[config.mk]
export PLATFORM = sky130hd
export DESIGN_NAME = btb_assoc
export DESIGN_NICKNAME = d
export VERILOG_FILES = /design/src/rtl/btb_assoc.sv
export SDC_FILE = /design/constraint.sdc
export NUM_CORES = 1
export LEC_CHECK = 0
export CAP_MARGIN = 10
export CORE_UTILIZATION = 30
export CTS_CLUSTER_DIAMETER = 50
export CTS_CLUSTER_SIZE = 28
export DETAILED_ROUTE_END_ITERATION = 6
export SETUP_SLACK_MARGIN = 0.15
export SYNTH_ARGS = -nofsm -noshare
export SYNTH_HDL_FRONTEND = slang
export SYNTH_SLANG_ARGS = --single-unit
export TNS_END_PERCENT = 50
[constraint.sdc]
create_clock -name clk -period 4.52 [get_ports clk]
set_clock_uncertainty 0.1 [all_clocks]
set_input_delay 0.904 -clock clk [delete_from_list [all_inputs] [get_ports clk]]
set_output_delay 0.904 -clock clk [all_outputs]
set_load 0.01 [all_outputs]
[src/rtl/btb_assoc.sv]
// btb_assoc: 2-way set-associative, partially tagged branch target buffer.
//
// Ports:
//   clk              - system clock, rising edge
//   rst              - asynchronous, active-high reset (clears valid and LRU bits)
//   enable           - global enable; 0 stalls all state changes
//   flush            - invalidate every entry and clear LRU on the next edge
//   lookup_pc        - current fetch PC, looked up combinationally
//   hit              - lookup_pc matches a valid entry
//   predicted_target - cached target on hit, 0 on miss
//   upd_en           - write request from decode
//   upd_pc           - PC of the resolved branch
//   upd_target       - actual branch target
//
// PC split: idx = pc[IDX_W-1:0], tag = pc[IDX_W+TAG_W-1:IDX_W]; upper bits are ignored,
// so partial-tag aliasing is accepted. LRU bit per set holds the index of the least
// recently used way.
module btb_assoc #(
   parameter int unsigned ADDR_W = 16,
   parameter int unsigned IDX_W  = 3,
   parameter int unsigned TAG_W  = 4
) (
   input  logic              clk,
   input  logic              rst,
   input  logic              enable,
   input  logic              flush,
   input  logic [ADDR_W-1:0] lookup_pc,
   output logic              hit,
   output logic [ADDR_W-1:0] predicted_target,
   input  logic              upd_en,
   input  logic [ADDR_W-1:0] upd_pc,
   input  logic [ADDR_W-1:0] upd_target
);

   localparam int unsigned SETS = 2 ** IDX_W;

   logic [SETS-1:0]   valid0_q, valid0_d;
   logic [SETS-1:0]   valid1_q, valid1_d;
   logic [SETS-1:0]   lru_q, lru_d;
   logic [TAG_W-1:0]  tag0_q [SETS];
   logic [TAG_W-1:0]  tag1_q [SETS];
   logic [ADDR_W-1:0] tgt0_q [SETS];
   logic [ADDR_W-1:0] tgt1_q [SETS];

   logic [IDX_W-1:0] l_idx, u_idx;
   logic [TAG_W-1:0] l_tag, u_tag;
   logic             hit0, hit1;
   logic             match0, match1;
   logic             wsel;
   logic             upd_we;

   assign l_idx = lookup_pc[IDX_W-1:0];
   assign l_tag = lookup_pc[IDX_W+TAG_W-1:IDX_W];
   assign u_idx = upd_pc[IDX_W-1:0];
   assign u_tag = upd_pc[IDX_W+TAG_W-1:IDX_W];

   generate
      if (IDX_W + TAG_W < ADDR_W) begin : g_unused
         logic unused_hi;
         assign unused_hi = ^{lookup_pc[ADDR_W-1:IDX_W+TAG_W], upd_pc[ADDR_W-1:IDX_W+TAG_W]};
      end
   endgenerate

   // Lookup: at most one way can match because updates never create duplicates.
   assign hit0 = valid0_q[l_idx] && (tag0_q[l_idx] == l_tag);
   assign hit1 = valid1_q[l_idx] && (tag1_q[l_idx] == l_tag);
   assign hit  = hit0 || hit1;

   always_comb begin
      predicted_target = '0;
      if (hit0) begin
         predicted_target = tgt0_q[l_idx];
      end else if (hit1) begin
         predicted_target = tgt1_q[l_idx];
      end
   end

   // Victim selection: matching way, then first invalid way, then LRU way.
   assign match0 = valid0_q[u_idx] && (tag0_q[u_idx] == u_tag);
   assign match1 = valid1_q[u_idx] && (tag1_q[u_idx] == u_tag);

   always_comb begin
      if (match0) begin
         wsel = 1'b0;
      end else if (match1) begin
         wsel = 1'b1;
      end else if (!valid0_q[u_idx]) begin
         wsel = 1'b0;
      end else if (!valid1_q[u_idx]) begin
         wsel = 1'b1;
      end else begin
         wsel = lru_q[u_idx];
      end
   end

   assign upd_we = enable && upd_en && !flush;

   always_comb begin
      valid0_d = valid0_q;
      valid1_d = valid1_q;
      lru_d    = lru_q;
      if (enable) begin
         if (flush) begin
            valid0_d = '0;
            valid1_d = '0;
            lru_d    = '0;
         end else begin
            // Hitting way becomes MRU; a hit in way0 makes way1 the LRU way.
            if (hit) begin
               lru_d[l_idx] = hit0;
            end
            // Applied after the lookup so the update wins on a same-set collision.
            if (upd_en) begin
               if (wsel) begin
                  valid1_d[u_idx] = 1'b1;
               end else begin
                  valid0_d[u_idx] = 1'b1;
               end
               lru_d[u_idx] = ~wsel;
            end
         end
      end
   end

   always_ff @(posedge clk or posedge rst) begin
      if (rst) begin
         valid0_q <= '0;
         valid1_q <= '0;
         lru_q    <= '0;
      end else begin
         valid0_q <= valid0_d;
         valid1_q <= valid1_d;
         lru_q    <= lru_d;
      end
   end

   // Tags and targets need no reset: they are only observed through valid bits.
   always_ff @(posedge clk) begin
      if (upd_we) begin
         if (wsel) begin
            tag1_q[u_idx] <= u_tag;
            tgt1_q[u_idx] <= upd_target;
         end else begin
            tag0_q[u_idx] <= u_tag;
            tgt0_q[u_idx] <= upd_target;
         end
      end
   end

endmodule

==> metrics, run 1 <==
# hold bufs at CTS 0; CP Max Fanout 3; setup_tns 0 ns; Boundary Pins 70; Final #Nets about 1.1k; die area between 0.04 and 0.05 mm²; Avg WL per Cell between 20 and 25 µm; pwr/cell area 371.6 mW/mm²; synth top area cells edfxtp_1 69%, dfrtp_1 4.3%, a22oi_1 3.7%; warnings from Yosys 0; register area share after synthesis 0.7329; final hold viol count 0; initial drt markers roughly 890; Worst Path Required 3.52 ns; Finish-stage setup viols 0; WHS Path Cells 2; reg2reg end tag1_q[5][3]; crit-path max cell delay between 0.4 and 0.5 ns; Hold Startpoint valid1_q[2]; CTS Buf Count 26; hold_ws 0.4042 ns; Post-Syn Area around 0.014 mm²; effective utilization at floorplan 0.3057; unrepaired setup endpoints after global routing no; chip width approximately 220 µm; Slowest-stage cell, CP mux4_2; max-slew violation count 0; ANT cells 0; Vias 9,011; Yosys top cell area share 0.6898; clock root cell clkbuf_16; Worst-Skew Late Latency 0.56 ns; Distinct cells, synth 60; Net Count, Synth 936; Pre-Repair DR Iteration Count 5; worst reg2reg path depth 9; f_max around 230 MHz; Min-Delay Path Class flop to flop; Routed Antenna Nets 0; most used cell, CP buf_4; fin crit share 0.9490; Tmin final approximately 4.3 ns; H-tree depth 1; first-pass GRT wire length just under 60 mm; Reg clk slew, reported paths about 0.07 ns; Synth top cells by count 320 x edfxtp_1, 69 x a22oi_1, 67 x o22ai_1; EDFF count, synth 320; sink of the worst hold path valid1_q[2]; R2R setup slack between 1 and 1.5 ns; Buf+Inv Stages, Crit Path 5; Layout fillers around 4.2k; Arrival @ worst endpoint 3.29 ns; CP Cell Sequence clkdlybuf4s15_2, buf_4, mux4_2, xor2_1, o32ai_2, o21ai_2, buf_4, a211oi_4, buf_4, nand2_1, o21ai_4, dlygate4sd2_1; leak pwr between 5 and 6 nW; Tightest Pin Transition around 0.95 ns; CTS Sinks between 300 and 400; Synth-to-Final Area Change 24.81%; share of cells above drive strength 1 0.2559; Synth Area per Inst around 16 µm²; DRC 0; worst vdd ir approximately 0.00026 V; Die Ht 217.5 µm; Max Cap Violations 0; Core Area roughly 0.046 mm²; total track usage 0.1703; Top FF cell, synth edfxtp_1; initial antenna violation count 0; Largest delay share family, worst path buffers and inverters; Remaining Overflow, GRT 0; placed wire-length estimate 24.22 mm; CTS Buffer Depth 3; Crit. End Element primary output; Placed Instances 1,590; fraction of registers with async set/reset 0.06977; Vias/cell 5.458; TritonCTS clock tree done; Crit Path Class primary input to primary output; post-route insts no fill roughly 1.7k; Synth Instances between 800 and 900; most common cell in the synthesized netlist edfxtp_1; outcome completed; CP Launch Type primary input; gpl congestion around 0.83; largest net degree at the start of global routing 32; Synth area leader edfxtp_1; Port Buffers 51; Post-Route WL between 40 and 50 mm; R2R Path Start tag1_q[1][2]; vias in the first global route 8,856; Rows between 70 and 80; Seq cells post-synth approximately 340; Slew headroom 0.3635
what timing repair did:
| action | 4_1_cts | 5_1_grt |
|---|---|---|
| pin swaps | 14 | 7 |
| setup buffers | 10 | 3 |
| endpoints found under the setup margin | 17 | 14 |
| resized for setup | 125 | 15 |
layout by cell type, fill, tap and decap left out, drive strengths merged, types with 3 or more instances in the layout:
| cell | instances |
|---|---|
| o31ai | 9 |
| buf | 134 |
| dfrtp | 24 |
| nand2b | 5 |
| a221oi | 14 |
| mux4 | 18 |
| xor2 | 9 |
| mux2 | 10 |
| inv | 18 |
| and3b | 5 |
| a211oi | 7 |
| nor3 | 9 |
| clkdlybuf4s15 | 3 |
| nand2 | 56 |
| nor3b | 3 |
| nand3 | 7 |
| clkinv | 10 |
| and3 | 7 |
| or4 | 13 |
| clkbuf | 28 |
| xnor2 | 3 |
| a22o | 4 |
| a311oi | 4 |
| nor2b | 4 |
| edfxtp | 320 |
| nor2 | 37 |
| nand4 | 16 |
| a22oi | 69 |
| mux2i | 23 |
| a21oi | 17 |
| o22ai | 67 |
| o21ai | 40 |
| clkdlybuf4s50 | 30 |
stage by stage:
step	total power [mW]	util	worst slack [ns]	cell area (µm²)
after floorplan	3.786	-	0.3070	13940
after global placement	4.015	0.3546	-0.8323	16160
after detailed placement	4.019	0.3546	-0.8301	16160
after CTS	6.481	0.3795	0.1851	17300
after global routing	6.659	0.3815	0.1483	17390
final	6.461	0.3815	0.2304	17390
cell families (layout without fill, tap and decap cells):
family	count (synthesis)	after routing	share of synthesized area
DFF	344	344	0.7329
AOI/OAI and AO/OA	247	247	0.1205
and+or+nand+nor	169	169	0.06377
buffers and inverters	60	228	0.02102
muxes	51	51	0.05425
xor gates and xnor gates	12	12	0.007545
power breakdown:
part | internal (mW) | switching, mW | total (mW)
Sequential | 3.49 | 0.00897 | 3.50
Combinational | 0.187 | 0.285 | 0.472
Clock | 1.21 | 1.28 | 2.49
Total | 4.89 | 1.57 | 6.46
worst max-delay path by stage:
stage,end,start,depth (start not counted),slack (ns)
detailed placement,predicted_target[0],lookup_pc[0],11,-0.83
finish,predicted_target[15],lookup_pc[0],12,0.23
floorplan,tag1_q[0][0],upd_pc[0],11,0.31
CTS,predicted_target[0],lookup_pc[0],13,0.19
global placement,predicted_target[4],lookup_pc[0],11,-0.83
global route,predicted_target[8],lookup_pc[0],14,0.15
flip-flops by register name, indices dropped and copies added, names as in the netlist:
register	count
tgt0_q	128
tgt1_q	128
tag0_q	32
tag1_q	32
lru_q	8
valid0_q	8
valid1_q	8
worst register-to-register path: cells and delay by family, from the launching register on:
| kind | cells | cell delay (ns) |
|---|---|---|
| XOR/XNOR | 1 | 0.17 |
| flip-flops | 1 | 0.42 |
| buffers and inverters | 2 | 0.43 |
| AO/OA/AOI/OAI | 1 | 0.41 |
| AND/OR/NAND/NOR | 3 | 0.61 |
| multiplexers | 2 | 0.77 |
metal layers:
layer | GRT usage | wire length, µm | vias up
li1 | - | - | 3914
met3 | 0.03236 | 3372 | 73
met2 | 0.2662 | 18680 | 421
met5 | 0 | 0 | -
met4 | 0.04836 | 1153 | 0
met1 | 0.2404 | 17280 | 4603
cell type report:
| cell class | count | area [µm²] | area share |
|---|---|---|---|
| multi-input cells | 479 | 3695 | 0.2125 |
| repair buffers | 170 | 1754 | 0.1009 |
| flip-flops and latches | 344 | 10210 | 0.5872 |
| well taps | 600 | 750.7 | 0.04318 |
| clock inverters | 21 | 285.3 | 0.01641 |
| clock buffers | 27 | 654.4 | 0.03764 |
| inverters | 10 | 37.54 | 0.002159 |
No activity file was read; power rests on OpenSTA's default activity.
==> run 2, diff against run 1 <==
- CORE_UTILIZATION: 30 -> 51
- PLACE_DENSITY_LB_ADDON: unset -> 0.25
==> metrics, run 2 (synthesized netlist as in run 1, its figures left out) <==
Port Buffers between 50 and 60; placed wire-length estimate ~23 mm; Arrival @ worst endpoint between 3 and 4 ns; max-slew violation count 0; Crit Path Class primary input to primary output; CP Max Fanout 13; Power, Total roughly 6.5 mW; CP Cell Sequence buf_2, buf_4, mux4_2, xor2_1, o32ai_2, o21ai_2, buf_4, a211oi_2, buf_4, buf_12, nand2_1, o21ai_2, dlygate4sd2_1; Worst Path Required around 3.5 ns; Vias/cell between 6 and 7; Tmin final 4.328 ns; initial antenna violation count 0; clock root cell clkbuf_16; effective utilization at floorplan 0.5183; Routed Antenna Nets 0; most used cell, CP buf_4; Pre-Repair DR Iteration Count 5; leading cell type in the layout, fill and taps excluded edfxtp_1; Avg WL per Cell around 27 µm; cell-internal power ~5.0 mW; Tightest Pin Transition about 0.94 ns; Die Ht 167.3 µm; ANT cells 0; share of power burned in registers 0.535; Post-Route WL between 30 and 40 mm; chip width between 150 and 200 µm; clock power share 0.397; fin crit share 0.9576; worst vdd ir between 0.0003 and 0.0004 V; Sw Share 0.2354; Vias ~9k; Rows 60; TritonCTS clock tree done; CTS Buffer Depth 3; initial drt markers around 1.3k; share of cells above drive strength 1 0.2326; Slowest-stage cell, CP mux4_2; total track usage 0.2680; # hold bufs at CTS 0; Slew headroom 0.3716; Crit. End Element primary output; crit-path max cell delay about 0.5 ns; final hold viol count 0; f_max 231.0 MHz; most frequent cells in the layout 320 x edfxtp_1, 83 x buf_4, 68 x a22oi_1; combinational power share 0.067; Finish-stage setup viols 0; die area 0.02798 mm²; vias in the first global route slightly below 9k; CTS Sinks 344; Reg clk slew, reported paths roughly 0.06 ns; Boundary Pins 70; Synth-to-Final Area Change 21.22%; Net Sw Power around 1.5 mW; Final #Nets 1,079; CP Launch Type primary input; Layout fillers 1,994; Min-Delay Path Class flop to flop; largest net degree at the start of global routing 33; gpl congestion around 0.83; leak pwr about 5.8 nW; Remaining Overflow, GRT 0; Worst-Skew Late Latency 0.58 ns; hold_ws approximately 0.41 ns; first-pass GRT wire length between 50 and 60 mm; Regs by FF count tgt0_q x128, tgt1_q x128; CTS Buf Count 29; pwr/cell area about 390 mW/mm²; Core Area roughly 0.027 mm²; setup_tns 0 ns; unrepaired setup endpoints after global routing yes; H-tree depth 1; DRC 0; outcome completed; Max Cap Violations 0
## run 2: critical path, delay by kind of cell
kind | cells | cell delay [ns]
buf+inv | 6 | 1.12
simple gates | 1 | 0.07
compound gates | 4 | 0.54
mux | 1 | 0.50
xor+xnor | 1 | 0.16
## run 2: path summary, 6_finish.rpt
path	start	endpoint	slack, ns	cells past startpoint
worst max-delay path	lookup_pc[0]	predicted_target[2]	0.19	13
worst min-delay path	valid1_q[0]	valid1_q[0]	0.41	2
worst max register to register	tag1_q[1][2]	tag1_q[7][3]	1.50	9
worst min register to register	valid1_q[0]	valid1_q[0]	0.41	2
max in group asynchronous	rst	valid1_q[3]	2.98	2
min in group asynchronous	rst	lru_q[3]	0.73	2
## run 2: metal layers
| metal | routed length, µm | part of all wire | global-route usage | vias up |
|---|---|---|---|---|
| li1 | - | - | - | 3919 |
| met1 | 14920 | 0.40 | 0.3631 | 4546 |
| met2 | 18220 | 0.49 | 0.4464 | 483 |
| met3 | 3021 | 0.081 | 0.03663 | 87 |
| met4 | 1344 | 0.036 | 0.09852 | 0 |
| met5 | 0 | 0 | 0 | - |
## run 2: per-stage QoR
step | utilization | instances | setup slack, ns | cell area [µm²]
after CTS | 0.6280 | 1390 | 0.1195 | 16880
after floorplan | - | 883 | 0.3070 | 13940
final | 0.6284 | 1390 | 0.1918 | 16890
after global placement | 0.5871 | 1333 | -0.7566 | 15780
after global routing | 0.6284 | 1390 | 0.1021 | 16890
after detailed placement | 0.5871 | 1333 | -0.7824 | 15780
## run 2: repair_timing
| action | in CTS | in global routing |
|---|---|---|
| cloned | 1 | 0 |
| buffers inserted | 2 | 0 |
| pin swaps | 1 | 4 |
| gates resized for setup | 57 | 25 |
| endpoints found under the setup margin | 17 | 17 |
## run 2: power by group through the flow
stage / logic [mW] / clock network, mW / registers [mW]
6_report: 0.440 / 2.60 / 3.50
5_1_grt: 0.467 / 2.74 / 3.51
4_1_cts: 0.434 / 2.62 / 3.50
3_5_place_dp: 0.428 / 0 / 3.58
3_3_place_gp: 0.422 / 0 / 3.57
2_1_floorplan: 0.213 / 0 / 3.57
## run 2: layout make-up
class	instances	area, µm²	area share
Clock inverter	21	252.7	0.01497
Multi-Input combinational cell	479	3547	0.2100
Sequential cell	344	10210	0.6046
Inverter	10	38.79	0.002297
Timing Repair Buffer	162	1629	0.09647
Tap cell	341	426.7	0.02526
Clock buffer	33	783.3	0.04638
==> run 3, diff against run 2 <==
- MAX_ROUTING_LAYER: unset -> met4
==> metrics, run 3 (synthesized netlist as in run 1, its figures left out) <==
placed wire-length estimate around 23 mm; Vias approximately 9.0k; Avg WL per Cell 26.90 µm; max-slew violation count 0; H-tree depth 1; CTS Sinks 344; most frequent cells in the layout 320 x edfxtp_1, 83 x buf_4, 68 x a22oi_1; leak pwr 5.754 nW; WHS Path Cells 2; worst vdd ir roughly 0.0003 V; Crit. End Element primary output; Regs by FF count tgt0_q x128, tgt1_q x128; final worst slack 0.1828 ns; CP Max Fanout 7; Post-Route WL 37.39 mm; Rows 60; register area 0.01021 mm²; Final #Nets around 1.1k; pwr/cell area between 300 and 400 mW/mm²; Remaining Overflow, GRT 0; Tmin final around 4.3 ns; dpl ws -0.7824 ns; CP Cell Sequence clkdlybuf4s15_2, buf_4, a21oi_1, a211oi_1, or4_1, a211o_1, nand2b_4, buf_4, o21ai_1, dlygate4sd2_1; Slowest-stage cell, CP or4_1; Tightest Pin Transition around 0.95 ns; Boundary Pins 70; TritonCTS clock tree done; ANT cells 0; crit-path max cell delay 0.58 ns; Finish-stage setup viols 0; worst reg2reg path depth 9; outcome completed; die area about 0.028 mm²; largest net degree at the start of global routing 33; final hold viol count 0; CTS Buffer Depth 3; chip width approximately 170 µm; CP Launch Type primary input; DRC 0; clock root cell clkbuf_16; Max Cap Violations 0; Arrival @ worst endpoint approximately 3.3 ns; vias in the first global route roughly 8.8k; Port Buffers 51; Multi-input gate area between 0.003 and 0.004 mm²; f_max 230.6 MHz; total track usage 0.2764; fin crit share 0.9596; CTS Buf Count 29; Vias/cell approximately 6.5; most used cell, CP buf_4; gpl congestion 0.8446; Synth-to-Final Area Change 21.21%; Worst Path Required 3.52 ns; Min-Delay Path Class flop to flop; Pre-Repair DR Iteration Count 5; Routed Antenna Nets 0; effective utilization at floorplan 0.5183; Die Ht roughly 170 µm; Reg clk slew, reported paths 0.06 ns; Crit Path Class primary input to primary output; share of cells above drive strength 1 0.2316; Slew headroom 0.3691; unrepaired setup endpoints after global routing yes; Layout fillers 1,995; first-pass GRT wire length around 55 mm; Worst-Skew Late Latency 0.58 ns; leading cell type in the layout, fill and taps excluded edfxtp_1; initial antenna violation count 0; Core Area 0.02688 mm²; hold_ws 0.4056 ns; initial drt markers roughly 1.2k
[run 3: changes by cell type in the layout (fill, tap and decap cells not counted), sizes merged]
cell	previous run	this run
buf	116	115
clkdlybuf4s15	4	5
[run 3: worst max-delay path: cells and delay by family]
| kind | cells | cell delay (ns) |
|---|---|---|
| and+or+nand+nor | 2 | 0.72 |
| AOI/OAI and AO/OA | 4 | 0.75 |
| buffers and inverters | 4 | 0.94 |
[run 3: power breakdown]
| group | total, mW | switching (mW) | internal [mW] |
|---|---|---|---|
| Combinational | 0.439 | 0.264 | 0.175 |
| Sequential | 3.50 | 0.00900 | 3.50 |
| Clock | 2.59 | 1.26 | 1.33 |
| Total | 6.54 | 1.53 | 5.01 |
[run 3: metal layers]
layer / up-vias / GRT usage / share of wire / wire length, µm
met5: - / - / 0 / 0
met4: 0 / 0.09852 / 0.036 / 1345
met2: 487 / 0.4448 / 0.49 / 18170
met1: 4531 / 0.3657 / 0.40 / 14880
li1: 3910 / - / - / -
met3: 89 / 0.03474 / 0.080 / 2994
[run 3: layout make-up]
type | count | area share
clock inverter | 21 | 0.01497
timing repair buffer | 162 | 0.09662
clock buffer | 33 | 0.04638
inverter | 10 | 0.002297
sequential | 344 | 0.6046
tap | 341 | 0.02527
multi-input combinational | 479 | 0.2098
[run 3: path summary, 6_finish.rpt]
path                                    from                  end  slack, ns
worst max-delay path            lookup_pc[1]  predicted_target[9]       0.18
worst min-delay path             valid1_q[0]          valid1_q[0]       0.41
worst max register to register  tag1_q[1][2]         tag1_q[7][3]       1.53
worst min register to register   valid1_q[0]          valid1_q[0]       0.41
max in group asynchronous                rst          valid1_q[4]       2.98
min in group asynchronous                rst             lru_q[3]       0.73
[run 3: what timing repair did]
action                     CTS  global route
pin swaps                    1             4
cloned                       1             0
setup endpoints to repair   17            17
hold buffers                 0             0
setup buffers                2             0
gates resized for setup     57            20
[run 3: per-stage QoR]
step | instance area [µm²] | setup TNS [ns] | total power [mW] | cells | util
finish | 16890 | 0 | 6.538 | 1390 | 0.6283
global route | 16890 | 0 | 6.712 | 1390 | 0.6283
floorplan | 13940 | 0 | 3.786 | 883 | -
detailed placement | 15780 | -11.26 | 4.003 | 1333 | 0.5871
CTS | 16880 | 0 | 6.555 | 1390 | 0.6280
global placement | 15780 | -11.01 | 3.997 | 1333 | 0.5871
